## config.mk

```make
export PLATFORM = sky130hd
export DESIGN_NAME = bcd_counter_ndigit
export DESIGN_NICKNAME = d
export VERILOG_FILES = /design/src/rtl/bcd_counter_ndigit.sv
export SDC_FILE = /design/constraint.sdc
export NUM_CORES = 1
export LEC_CHECK = 0
export CORE_MARGIN = 5
export CORE_UTILIZATION = 52
export CTS_BUF_LIST = sky130_fd_sc_hd__clkbuf_2
export CTS_CLUSTER_SIZE = 8
export DETAILED_ROUTE_END_ITERATION = 6
export PLACE_DENSITY_LB_ADDON = 0.15
export SYNTH_ARGS = -nofsm -noshare
export SYNTH_HDL_FRONTEND = slang
export SYNTH_SLANG_ARGS = --single-unit
export TNS_END_PERCENT = 100
```

## constraint.sdc

```tcl
create_clock -name clk -period 2.1 [get_ports clk]
set_clock_uncertainty 0.15 [all_clocks]
set_input_delay 0.42 -clock clk [delete_from_list [all_inputs] [get_ports clk]]
set_output_delay 0.42 -clock clk [all_outputs]
set_load 0.01 [all_outputs]
```

## src/rtl/bcd_counter_ndigit.sv

```systemverilog
// Multi-digit BCD up/down counter with synchronous clear, validated load,
// and selectable wrap-around or saturating behaviour at the count bounds.
module bcd_counter_ndigit #(
    parameter int unsigned DIGITS   = 3,
    parameter bit          SATURATE = 1'b0
) (
    input  logic                  clk,
    input  logic                  reset,
    input  logic                  clear,
    input  logic                  load,
    input  logic [4*DIGITS-1:0]   load_value,
    input  logic                  enable,
    input  logic                  up,
    output logic [4*DIGITS-1:0]   bcd_out,
    output logic                  carry,
    output logic                  load_error,
    output logic                  at_max,
    output logic                  at_min
);

    localparam int unsigned W = 4 * DIGITS;

    logic [W-1:0] bcd_q, bcd_d;
    logic         carry_q, carry_d;
    logic         lerr_q, lerr_d;

    logic [W-1:0] stepped;
    logic         ripple_out;
    logic         load_valid;
    logic         all_nine;
    logic         all_zero;

    // Ripple one step through the digits; ripple_out set means the step crossed a bound.
    always_comb begin
        logic       prop;
        logic [3:0] nib;
        stepped = bcd_q;
        prop    = 1'b1;
        nib     = 4'd0;
        for (int i = 0; i < int'(DIGITS); i++) begin
            nib = bcd_q[4*i +: 4];
            if (prop) begin
                if (up) begin
                    if (nib == 4'd9) begin
                        stepped[4*i +: 4] = 4'd0;
                    end else begin
                        stepped[4*i +: 4] = nib + 4'd1;
                        prop              = 1'b0;
                    end
                end else begin
                    if (nib == 4'd0) begin
                        stepped[4*i +: 4] = 4'd9;
                    end else begin
                        stepped[4*i +: 4] = nib - 4'd1;
                        prop              = 1'b0;
                    end
                end
            end
        end
        ripple_out = prop;
    end

    always_comb begin
        load_valid = 1'b1;
        all_nine   = 1'b1;
        all_zero   = 1'b1;
        for (int i = 0; i < int'(DIGITS); i++) begin
            if (load_value[4*i +: 4] > 4'd9) load_valid = 1'b0;
            if (bcd_q[4*i +: 4] != 4'd9)     all_nine   = 1'b0;
            if (bcd_q[4*i +: 4] != 4'd0)     all_zero   = 1'b0;
        end
    end

    // Command priority: clear, then load, then a count step.
    always_comb begin
        bcd_d   = bcd_q;
        carry_d = 1'b0;
        lerr_d  = 1'b0;
        if (clear) begin
            bcd_d = '0;
        end else if (load) begin
            if (load_valid) begin
                bcd_d = load_value;
            end else begin
                lerr_d = 1'b1;
            end
        end else if (enable) begin
            carry_d = ripple_out;
            if (!(ripple_out && SATURATE)) begin
                bcd_d = stepped;
            end
        end
    end

    always_ff @(posedge clk or posedge reset) begin
        if (reset) begin
            bcd_q   <= '0;
            carry_q <= 1'b0;
            lerr_q  <= 1'b0;
        end else begin
            bcd_q   <= bcd_d;
            carry_q <= carry_d;
            lerr_q  <= lerr_d;
        end
    end

    assign bcd_out    = bcd_q;
    assign carry      = carry_q;
    assign load_error = lerr_q;
    assign at_max     = all_nine;
    assign at_min     = all_zero;

endmodule

```

==> results.yml <==
synth:
  synth.yosys.seq_area_share_pct: 24.05
  synth_top_area_share_pct: 24.05
  postSynthCellCount: 176
  syn_area_sq_um: 1456
  yosys_warnings: 0
  yosys-top-cells-area: "dfrtp_1 24%, ha_1 9.5%, a21oi_1 4.1%, nor2_1 3.6%, inv_1 3.4%"
  synthArstFlopShare_pct: 100.0
  synth_flop_cell: "dfrtp_1"
  syn_area_per_cell_sq_um: 8.275
  syn_nets: 205
  synth_cell_types: 59
  synth-edff-count: 0
  ys_seq_elements: 14
  synth_area_leader_cell: "dfrtp_1"
critical_path:
  cp.required_ns: 1.53
  worst_setup_path_end_kind: "output pin"
  r2r_start: "bcd_out[1]$_DFFE_PP0P_"
  cp_top_family: "simple AND/OR/NAND/NOR gates"
  critPathArrivalTime_ns: 1.81
  r2r_slack_ns: -0.14
  r2r_end: "bcd_out[9]$_DFFE_PP0P_"
  cp-start-kind: "flip-flop"
  path_buf_inv: 2
  crit_chain: "inv_2 -> ha_4 -> or4b_4 -> nor4_4 -> buf_2"
  path_max_fanout: 3
  max_stage_delay_ns: 0.46
  cpMaxStageDelayCell: "or4b_4"
  worst_r2r_path_depth: 9
  path_class: "flip-flop to output pin"
routing:
  first_pass_iters: 4
  wl_microns: 5484
  drtAntennaViolNets: 0
  viasPerCell: 6.372
  first_iter_violations: 152
  wl_per_cell_microns: 19.04
  vias: 1835
  drcViolationCount: 0
cells_and_area:
  layout.nets: 287
  drive_above_1_share_pct: 37.35
  n_antenna_cell: 0
  finalNonFillerCells: 288
  area_growth_syn_to_layout_pct: 63.32
  final_cell_mix: "48 x buf_4, 28 x clkdlybuf4s50_1, 12 x nor2_1"
  final_common_cell: "buf_4"
clock_network:
  cts.path.max_buffers: 2
  cts.reportedPaths.clkPinSlew_ns: 0.19
  root_buffer: "clkbuf_2"
  cts_max_level: 1
  cts_tree: "done"
  insertion_delay_ns: 0.35
  numCtsBuffers: 3
  clock-sinks: 14
  cts_hold_buf: 0
placed_design:
  io_buffer_count: 33
  gp_congestion: 0.8947
  dp_cells: 273
  dp_hpwl_microns: 3575
  dp_slack_ns: -0.3989
pwr:
  powerDensity_nw_per_um2: 440.5
  ir_drop_mv: 0.4863
  p_leak_nw: 1.074
timing:
  slew-limit-headroom_pct: 59.71
  min_period_ns: 2.379
  fin_setup_tns_ns: -0.8500
  tightestPinTransition_ns: 0.6037
  finalCritPeriodShare_pct: 113.3
  maxSlewViolCount: 0
  hold_slack_ns: 0.2556
  hold_viol: 0
  fmax_ghz: 0.4204
  finalWorstSetupSlack_ns: -0.2788
  rsz0062_at_grt: "yes"
  setup_violations: 7
floorplan:
  die_y_microns: 62.92
  ios: 34
  start_util_pct: 53.74
  die_w_microns: 62.92
  fp.coreArea_sq_um: 2710
  rows: 19
  dieArea_sq_um: 3959
outcome:
  violations: "negative setup slack"
  status: "complete, but fails checks"
run:
  max-cap-violations: 0
grt:
  grt_usage_pct: 26.06
  grt_overflow: 0
  grt_pass1_wl_microns: 8376
  grt_max_degree: 18
  antenna_found_initial: 0
  grt_pass1_vias: 1765
min_path:
  hold_path_class: "primary input to async pin"
-- power breakdown --
| part | total, W | leakage, nW | switching, W | internal (W) |
|---|---|---|---|---|
| Clock | 0.000159 | 0.0140 | 0.000118 | 0.0000412 |
| Sequential | 0.000305 | 0.185 | 0.0000155 | 0.000289 |
| Combinational | 0.000584 | 0.876 | 0.000285 | 0.000298 |
-- layout make-up --
cell class	count	area [sq um]
fill	140	331.6
timing repair buffer	89	783.3
inverter	14	52.55
clock buffer	3	15.01
sequential	14	354.1
multi-input combinational	136	1131
tap	31	38.79
clock inverter	1	3.754
-- synthesized netlist by cell type (all sizes together) (2+ instances only) --
master	count
nor4	2
a21oi	14
or3	2
o31ai	2
a211oi	6
nand2b	3
ha	11
o31a	2
nor3	6
o41ai	2
buf	8
nor4b	2
mux2i	2
nand3	8
o21a	2
o211ai	3
a31oi	2
a221oi	3
o21ai	11
and4b	2
dfrtp	14
nor2	14
clkbuf	4
nand2	11
inv	14
a311oi	4
-- logic make-up (layout without fill, tap and decap cells) --
family / Yosys count / in the layout / share of synthesized area (%)
adder cells (fa/ha/maj): 11 / 11 / 9.450
AND/OR/NAND/NOR: 58 / 58 / 23.28
buffers and inverters: 26 / 107 / 7.989
multiplexers: 3 / 3 / 2.405
XOR/XNOR: 1 / 1 / 0.6015
flip-flops: 14 / 14 / 24.06
AO/OA/AOI/OAI: 63 / 63 / 32.22
-- sequential cells by signal, indices dropped and copies added, names as in the netlist --
register and cells:
bcd_out 12, carry 1, load_error 1
-- per-layer routing --
| layer | GRT usage (%) | vias to the layer above | part of all wire, % |
|---|---|---|---|
| met5 | 0 | - | 0 |
| li1 | - | 827 | - |
| met2 | 42.05 | 108 | 50 |
| met3 | 4.856 | 26 | 7.7 |
| met1 | 32.27 | 874 | 38 |
| met4 | 14.32 | 0 | 4.2 |
-- worst reg2reg max path, stage by stage (launching register included) --
cell and delay (ns):
dfrtp_1 0.44, inv_2 0.10, buf_12 0.11, ha_4 0.14, buf_6 0.10, nor4b_4 0.32
o221ai_2 0.18, a21oi_4 0.31, o311a_1 0.23, nor3_2 0.04
-- per-stage QoR --
stage	util, %	total power (W)	area, sq um
5_1_grt	87.77	0.001111	2379
4_1_cts	81.86	0.0009743	2218
3_3_place_gp	78.16	0.0007844	2118
3_5_place_dp	78.16	0.0007986	2118
6_report	87.77	0.001048	2379
2_1_floorplan	-	0.0005706	1475
-- how the worst max path moves through the flow --
stage                            from      to  cells past startpoint
6_report       bcd_out[5]$_DFFE_PP0P_  at_min                      5
4_1_cts        bcd_out[4]$_DFFE_PP0P_  at_min                      5
2_1_floorplan  bcd_out[4]$_DFFE_PP0P_  at_min                      4
5_1_grt        bcd_out[5]$_DFFE_PP0P_  at_min                      5
3_3_place_gp   bcd_out[4]$_DFFE_PP0P_  at_min                      5
3_5_place_dp   bcd_out[5]$_DFFE_PP0P_  at_min                      5
-- timing repair --
action | in CTS | in global routing
setup buffers | 6 | 5
gates resized for setup | 23 | 23
setup endpoints to repair | 9 | 18
pin swaps | 4 | 12
(Power assumes the default switching activity.)
